### src/rtl/led_sequencer.sv
`default_nettype none
// ============================================================================
// Module   : led_sequencer
// Brief    : Prescaled WIDTH-bit LED pattern generator with four selectable
//            modes (count, rotate, bounce, PWM breathe) plus pause/single-step.
// Revision : 1.0
// ============================================================================
module led_sequencer #(
    parameter int WIDTH    = 5,
    parameter int DIV      = 2000000,
    parameter int PWM_BITS = 4
) (
    input  logic             CLK,
    input  logic             RESET,
    input  logic [1:0]       MODE,
    input  logic             ENABLE,
    input  logic             STEP,
    output logic [WIDTH-1:0] LEDS,
    output logic             TICK
);

    localparam int PRE_W = (DIV > 1) ? $clog2(DIV) : 1;
    localparam int POS_W = $clog2(WIDTH);

    localparam logic [PRE_W-1:0]    c_PRE_LAST = PRE_W'(DIV - 1);
    localparam logic [POS_W-1:0]    c_POS_LAST = POS_W'(WIDTH - 1);
    localparam logic [PWM_BITS-1:0] c_LVL_MAX  = '1;
    localparam logic [WIDTH-1:0]    c_ONE      = WIDTH'(1);

    typedef enum logic [1:0] {
        MODE_COUNT   = 2'd0,
        MODE_ROTATE  = 2'd1,
        MODE_BOUNCE  = 2'd2,
        MODE_BREATHE = 2'd3
    } mode_t;

    mode_t               r_mode_q;
    logic                r_mode_chg;
    logic                r_step_q;
    logic                r_tick;
    logic [PRE_W-1:0]    r_pre;
    logic [WIDTH-1:0]    r_count;
    logic [WIDTH-1:0]    r_onehot;
    logic [POS_W-1:0]    r_pos;
    logic                r_dir_down;
    logic [PWM_BITS-1:0] r_level;
    logic                r_ldir_down;
    logic [PWM_BITS-1:0] r_pwm;
    logic [WIDTH-1:0]    r_leds;

    logic                w_wrap;
    logic                w_adv;
    logic [PRE_W-1:0]    w_pre_nxt;
    logic [WIDTH-1:0]    w_count_nxt;
    logic [WIDTH-1:0]    w_onehot_nxt;
    logic [POS_W-1:0]    w_pos_nxt;
    logic                w_dir_down_nxt;
    logic [PWM_BITS-1:0] w_level_nxt;
    logic                w_ldir_down_nxt;
    logic [WIDTH-1:0]    w_leds_nxt;

    always_ff @(posedge CLK or posedge RESET) begin
        if (RESET) begin
            r_mode_q    <= MODE_COUNT;
            r_mode_chg  <= 1'b0;
            r_step_q    <= 1'b0;
            r_tick      <= 1'b0;
            r_pre       <= '0;
            r_count     <= '0;
            r_onehot    <= c_ONE;
            r_pos       <= '0;
            r_dir_down  <= 1'b0;
            r_level     <= '0;
            r_ldir_down <= 1'b0;
            r_pwm       <= '0;
            r_leds      <= '0;
        end else begin
            r_mode_q    <= mode_t'(MODE);
            r_mode_chg  <= (MODE != r_mode_q);
            r_step_q    <= STEP;
            r_tick      <= w_wrap;
            r_pre       <= w_pre_nxt;
            r_count     <= w_count_nxt;
            r_onehot    <= w_onehot_nxt;
            r_pos       <= w_pos_nxt;
            r_dir_down  <= w_dir_down_nxt;
            r_level     <= w_level_nxt;
            r_ldir_down <= w_ldir_down_nxt;
            r_pwm       <= r_pwm + PWM_BITS'(1);
            r_leds      <= w_leds_nxt;
        end
    end

    // A single-step is honoured only while paused, so a free-running pattern
    // can never be double-advanced by a stray button press.
    always_comb begin
        w_wrap    = ENABLE && (r_pre == c_PRE_LAST);
        w_adv     = w_wrap || (STEP && !r_step_q && !ENABLE);
        w_pre_nxt = r_pre;
        if (ENABLE) begin
            w_pre_nxt = w_wrap ? '0 : r_pre + PRE_W'(1);
        end
    end

    always_comb begin
        w_count_nxt     = r_count;
        w_onehot_nxt    = r_onehot;
        w_pos_nxt       = r_pos;
        w_dir_down_nxt  = r_dir_down;
        w_level_nxt     = r_level;
        w_ldir_down_nxt = r_ldir_down;

        // The delayed change flag gives the re-init priority over any advance.
        if (r_mode_chg) begin
            case (r_mode_q)
                MODE_COUNT:   w_count_nxt = '0;
                MODE_ROTATE:  w_onehot_nxt = c_ONE;
                MODE_BOUNCE: begin
                    w_pos_nxt      = '0;
                    w_dir_down_nxt = 1'b0;
                end
                MODE_BREATHE: begin
                    w_level_nxt     = '0;
                    w_ldir_down_nxt = 1'b0;
                end
            endcase
        end else if (w_adv) begin
            case (r_mode_q)
                MODE_COUNT:   w_count_nxt = r_count + WIDTH'(1);
                MODE_ROTATE:  w_onehot_nxt = {r_onehot[WIDTH-2:0], r_onehot[WIDTH-1]};
                MODE_BOUNCE: begin
                    if (r_dir_down) begin
                        w_pos_nxt = r_pos - POS_W'(1);
                        if (w_pos_nxt == '0) w_dir_down_nxt = 1'b0;
                    end else begin
                        w_pos_nxt = r_pos + POS_W'(1);
                        if (w_pos_nxt == c_POS_LAST) w_dir_down_nxt = 1'b1;
                    end
                end
                MODE_BREATHE: begin
                    if (r_ldir_down) begin
                        w_level_nxt = r_level - PWM_BITS'(1);
                        if (w_level_nxt == '0) w_ldir_down_nxt = 1'b0;
                    end else begin
                        w_level_nxt = r_level + PWM_BITS'(1);
                        if (w_level_nxt == c_LVL_MAX) w_ldir_down_nxt = 1'b1;
                    end
                end
            endcase
        end
    end

    always_comb begin
        w_leds_nxt = '0;
        case (r_mode_q)
            MODE_COUNT:   w_leds_nxt = w_count_nxt;
            MODE_ROTATE:  w_leds_nxt = w_onehot_nxt;
            MODE_BOUNCE:  w_leds_nxt = c_ONE << w_pos_nxt;
            MODE_BREATHE: w_leds_nxt = (r_pwm < w_level_nxt) ? '1 : '0;
        endcase
    end

    assign LEDS = r_leds;
    assign TICK = r_tick;

endmodule
`default_nettype wire

### config.mk
export PLATFORM = sky130hd
export DESIGN_NAME = led_sequencer
export DESIGN_NICKNAME = d
export VERILOG_FILES = /design/src/rtl/led_sequencer.sv
export SDC_FILE = /design/constraint.sdc
export NUM_CORES = 1
export LEC_CHECK = 0
export CAP_MARGIN = 25
export CORE_ASPECT_RATIO = 1.2
export CORE_UTILIZATION = 50
export CTS_CLUSTER_SIZE = 14
export DETAILED_ROUTE_END_ITERATION = 6
export DONT_BUFFER_PORTS = 1
export GPL_TIMING_DRIVEN = 0
export SYNTH_ARGS = -nofsm -noshare
export SYNTH_HDL_FRONTEND = slang
export SYNTH_SLANG_ARGS = --single-unit
### constraint.sdc
create_clock -name CLK -period 4.54 [get_ports CLK]
set_clock_uncertainty 0.1 [all_clocks]
set_input_delay 0.908 -clock CLK [delete_from_list [all_inputs] [get_ports CLK]]
set_output_delay 0.908 -clock CLK [all_outputs]
set_load 0.02 [all_outputs]
## Yosys cells after proc, flatten, opt, wreduce, memory -nomap -nowiden

Index checks and enable logic that the tools add are counted.

- Input port bits: 6
- Logic and storage cells: 76
- Register bits: 54
- Output and inout bits: 6

- Shift-type cells: 1
- Add/sub/neg operators: 7
- Eq/ne operators: 7
- $lt $le $gt $ge: 1
- Mux-type cells: 35
- Reductions and logical operators: 12

Operators with widths:

| kind | number |
|---|---|
| $mux 5 | 9 |
| $add 21x1->21 const B | 1 |
| $eq 21x21->1 const B | 1 |
| $mux 21 | 1 |
| $mux 4 | 5 |
| $pmux 5 s4 | 1 |
| $mux 3 | 5 |
| $mux 1 | 14 |
| $add 4x1->4 const B | 2 |
| $add 5x1->5 const B | 1 |
| $shl 1x3->5 const A | 1 |
| $eq 2x2->1 const B | 2 |
| $eq 4x4->1 const B | 1 |
| $logic_not 4->1 | 1 |
| $lt 4x4->1 | 1 |
| $reduce_and 2->1 | 2 |
| $sub 4x1->4 const B | 1 |
| $add 3x1->3 const B | 1 |
| $eq 3x3->1 const B | 1 |
| $logic_and 1x1->1 | 3 |
| $logic_not 3->1 | 1 |
| $sub 3x1->3 const B | 1 |
| $eq 2x1->1 const B | 1 |
| $logic_not 1->1 | 2 |
| other kinds (4) | 4 |

## Depth between registers and ports, before layout

- Word-level depth: 9
- Gate-level depth with buffers: 15
- Gate-level depth less buffers: 13

## Worst setup path before layout

No wires, ideal clock.

- Path kind: input -> register
- Start: in ENABLE
- End: reg r_leds[3] (netlist: LEDS[3])
- Data required time: 4374 ps
- Slack: 892 ps
- Library setup time: 66 ps
- Buffers on the path: 2
- Cell stages on the path: 13
- Arrival: 3481 ps
- Cells stage by stage: buf_2 > and2_4 > nand2_1 > o21ai_2 > buf_4 > nand2_1 > mux2i_1 > o21a_1 > ha_1 > a211o_1 > or3_1 > o21ai_1 > o32a_1

- Word-level cells in the longest chain between the ends: 8
- Elaborated cells between the ends (all ways): 16
- Those cells by class: order compare: 1; shift: 1; mux: 10; reduce/logical: 4

RTL lines:

| what | RTL line | text |
|---|---|---|
| start, declared | 16 | `input logic ENABLE,` |
| $logic_not 1->1 | 98 | `w_adv = w_wrap \|\| (STEP && !r_step_q && !ENABLE);` |
| $logic_and 1x1->1 | 98 |  |
| $logic_or 1x1->1 (*) | 98 |  |
| $mux 4 | 127 | `end else if (w_adv) begin` |
| $mux 4 | 114 | `if (r_mode_chg) begin` |
| $lt 4x4->1 | 159 | `MODE_BREATHE: w_leds_nxt = (r_pwm < w_level_nxt) ? '1 : '0;` |
| $mux 5 | 159 |  |
| $pmux 5 s4 (*) | 155 | `case (r_mode_q)` |
| via w_leds_nxt[3] | 60 | `logic [WIDTH-1:0] w_leds_nxt;` |
| end signal, assigned | 90 | `r_leds <= w_leds_nxt;` |
| end, declared | 49 | `logic [WIDTH-1:0] r_leds;` |

The timed path passes the listed nets; every way through them passes the cells marked *.
A chain may end at the register's enable or synchronous reset.

## Worst setup path after layout

Ends and elaborated chain as after synthesis.

==> summary.txt <==
Run status
  – Status: finished clean

Clocking
  – Setup Buffers After CTS: 0
  – CTS clk-pin slew, worst paths: 0.09 ns
  – Worst skew pair latency: slightly above 0.3 ns
  – CTS tree: built
  – H-Tree Level Count: 2
  – Clk Tree Root Cell: clkbuf_8
  – TritonCTS Buffers: 5
  – Clock Tree Buf Depth: 2
  – Post-CTS Resized: 0
  – Clock Sinks: between 50 and 60
  – Hold Buf Count CTS: 0

Floorplan
  – Row cnt: 32
  – Die height: 91.09 um
  – Die area: around 0.0069 mm^2
  – Top-level I/O count: 12
  – Initial Utilization: 51.62%
  – Core Box Area: between 0.006 and 0.007 mm^2
  – Die width: between 70 and 80 um

Timing
  – Min Clock Period, post-route: roughly 3.9 ns
  – Relative slew slack: 57.15%
  – Hold WS: just under 0.4 ns
  – Worst slew pin tran: ~0.64 ns
  – Fin crit share: 85.83%
  – Fin. max-slew vios: 0
  – Final Hold Fails: 0
  – FMAX: between 200 and 300 MHz
  – Setup TNS Final: 0 ns
  – RSZ-0062 raised after global routing: false
  – Final setup viols: 0

Critical path
  – Worst r2r src: r_pre[0]
  – Internal reg-to-reg setup slack: between 0.7 and 0.8 ns
  – Critical path required time: approximately 4.7 ns
  – Worst setup endpoint: LEDS[3]
  – Crit path launch: ENABLE
  – CP Data Arrival Time: approximately 4.0 ns
  – Worst-path maximum fanout: 10
  – Critical Path Start Type: primary input
  – Worst setup EP type: flop
  – Critical path class: primary input to flop
  – Reg2Reg Depth: 13
  – Critical R2R Capture: LEDS[3]

Place
  – DP Area: 0.003433 mm^2
  – # placed instances: approximately 440
  – DP HPWL: about 5200 um
  – Gpl congestion: 0.8164
  – IO buf count: 0

Cells and area
  – Diode count: 0
  – Multi-input logic area: ~0.0018 mm^2
  – Layout area overhead: 6.583%
  – Commonest non-fill, non-tap cell in the layout: dfrtp_1
  – Final Non-Filler Cells: about 440
  – Final net count: between 300 and 400
  – Most frequent cells in the layout: 53 x dfrtp_1, 42 x nand2_1, 25 x nor2_1
  – Ratio of cells with drive above 1 in the final layout: about 9%
  – Reg area: 0.001353 mm^2
  – Design Area, Final: 0.003525 mm^2
  – Fill count: around 590

Global routing
  – First-pass GRT wire length: about 12,000 um
  – M3 GR Usage: between 3 and 4%
  – Vias in the first global route: around 2,600
  – Gr usage total: between 20 and 25%
  – M1 GR Usage: 27.20%
  – Gr busiest metal: met2
  – GRT overflow: 0
  – Met2 usage: around two fifths
  – Largest net degree at the start of global routing: 33
  – Initial antenna violation count: 0

Yosys
  – Synth cell types: between 70 and 80
  – Synth area leader: dfrtp_1
  – Synth Instances: 349
  – Syn avg cell area: 9.475 um^2
  – Sequential area share after synthesis: 40.90%
  – Synth top area cells: dfrtp_1 40%, ha_1 5.7%, nand2_1 4.8%
  – Ys async rst share: between 90% and 100%
  – Post-synth top area share: about two fifths
  – Post-synth EDFFs: 0
  – Post-synth top flop: dfrtp_1
  – Synthesized Nets: 370
  – Netlist Area Pre-Place: about 0.0033 mm^2
  – Synthesis-stage register bit count: 54
  – Synth warn: 0

Routing
  – DRT iter0 DRCs: ~110
  – DRT Wirelength: 7169 um
  – Vias per cell: 5.668
  – Number of antenna-violating nets in the routed design: 0
  – DRC: 0
  – DR pass1 iterations: 4
  – Routed wire per std cell: between 15 and 20 um
  – Vias: around 2,500

Hold path
  – Worst hold path type: flop to flop

Flow run
  – Maxcap violations: 0

Power and ir drop
  – Peak supply drop: 0.0001869 V
  – Pleak: about 1.5 nW
  – Power per cell area: between 300 and 400 mW/mm^2
## metrics by stage
step	util (%)	setup WS (ns)	power, mW
after floorplan	-	0.8923	0.8851
after global placement	53.28	0.3169	0.9522
after detailed placement	53.59	0.3136	0.9638
after CTS	55.02	0.6368	1.245
after global routing	55.02	0.4749	1.315
final	55.02	0.6435	1.233
## kinds of logic (layout without fill, tap and decap cells)
family,after synthesis,in the layout,share of synthesized area [%]
AOI/OAI and AO/OA,72,72,16.19
muxes,7,7,2.157
xor gates and xnor gates,27,27,7.151
and+or+nand+nor,144,144,23.95
DFF,54,54,40.90
adders and majority gates,15,15,5.675
buffers and inverters,30,39,3.972
## flip-flops by register name, summed over array words and instances (netlist names), 2 cells and up
register / flops
r_pos: 3
r_onehot: 5
r_level: 4
LEDS: 5
r_pwm: 4
r_pre: 21
r_count: 5
r_mode_q: 2
## where the power goes
part / internal, mW / switching (mW)
Combinational: 0.135 / 0.170
Clock: 0.123 / 0.155
Sequential: 0.554 / 0.0957
## synthesized netlist by cell type, types with 2 or more instances
| cell | n |
|---|---|
| dfrtp_1 | 53 |
| nand2_1 | 42 |
| nor2_1 | 25 |
| o21ai_0 | 21 |
| nand3_1 | 17 |
| xnor2_1 | 16 |
| ha_1 | 15 |
| inv_1 | 15 |
| nor3_1 | 14 |
| xor2_1 | 11 |
| a21oi_1 | 9 |
| and3_1 | 7 |
| clkbuf_1 | 6 |
| mux2i_1 | 6 |
| buf_2 | 5 |
| a22oi_1 | 4 |
| nor2b_1 | 4 |
| or3_1 | 4 |
| and4_1 | 3 |
| nand2b_1 | 3 |
| o2111ai_1 | 3 |
| o21a_1 | 3 |
| o32a_1 | 3 |
| a211o_1 | 2 |
| a211oi_1 | 2 |
| a21boi_0 | 2 |
| a31oi_1 | 2 |
| and2_1 | 2 |
| and3_2 | 2 |
| nand4_1 | 2 |
| nand4b_1 | 2 |
| nor3b_1 | 2 |
| nor4b_1 | 2 |
| o22ai_1 | 2 |
| o311a_1 | 2 |
## layout make-up
cell class                 instances  share of cell area (%)
multi-input combinational        265                   51.72
sequential                        54                   38.37
tap                               85                   3.017
clock buffer                       7                   2.449
buffer                            14                   2.023
inverter                          16                   1.704
timing repair buffer               1                  0.5680
clock inverter                     1                  0.1420
## routing by layer
layer  part of all wire [%]  up-vias
met3                    2.6        6
li1                       -     1268
met2                     52       31
met1                     44     1206
met5                      0        -
met4                   0.95        0
## worst min path at each step
stage	from	to	slack, ns	cells past startpoint
after floorplan	r_pwm[0]	r_pwm[0]	0.34	1
after global placement	r_pwm[0]	r_pwm[0]	0.37	1
after detailed placement	r_pwm[3]	r_pwm[3]	0.38	1
after CTS	r_pwm[0]	r_pwm[0]	0.39	1
after global routing	r_pre[4]	r_pre[4]	0.41	1
final	r_pwm[0]	r_pwm[0]	0.39	1
## critical path, stage by stage
cell,delay (ns)
buf_2,0.19
and2_4,0.20
nand2_1,0.20
o21ai_2,0.45
buf_4,0.27
nand2_1,0.08
mux2i_1,0.13
o21a_1,0.18
ha_1,0.28
a211o_1,0.28
or3_1,0.34
o21ai_1,0.28
o32a_1,0.24
Power figures use the tool's default switching activity.
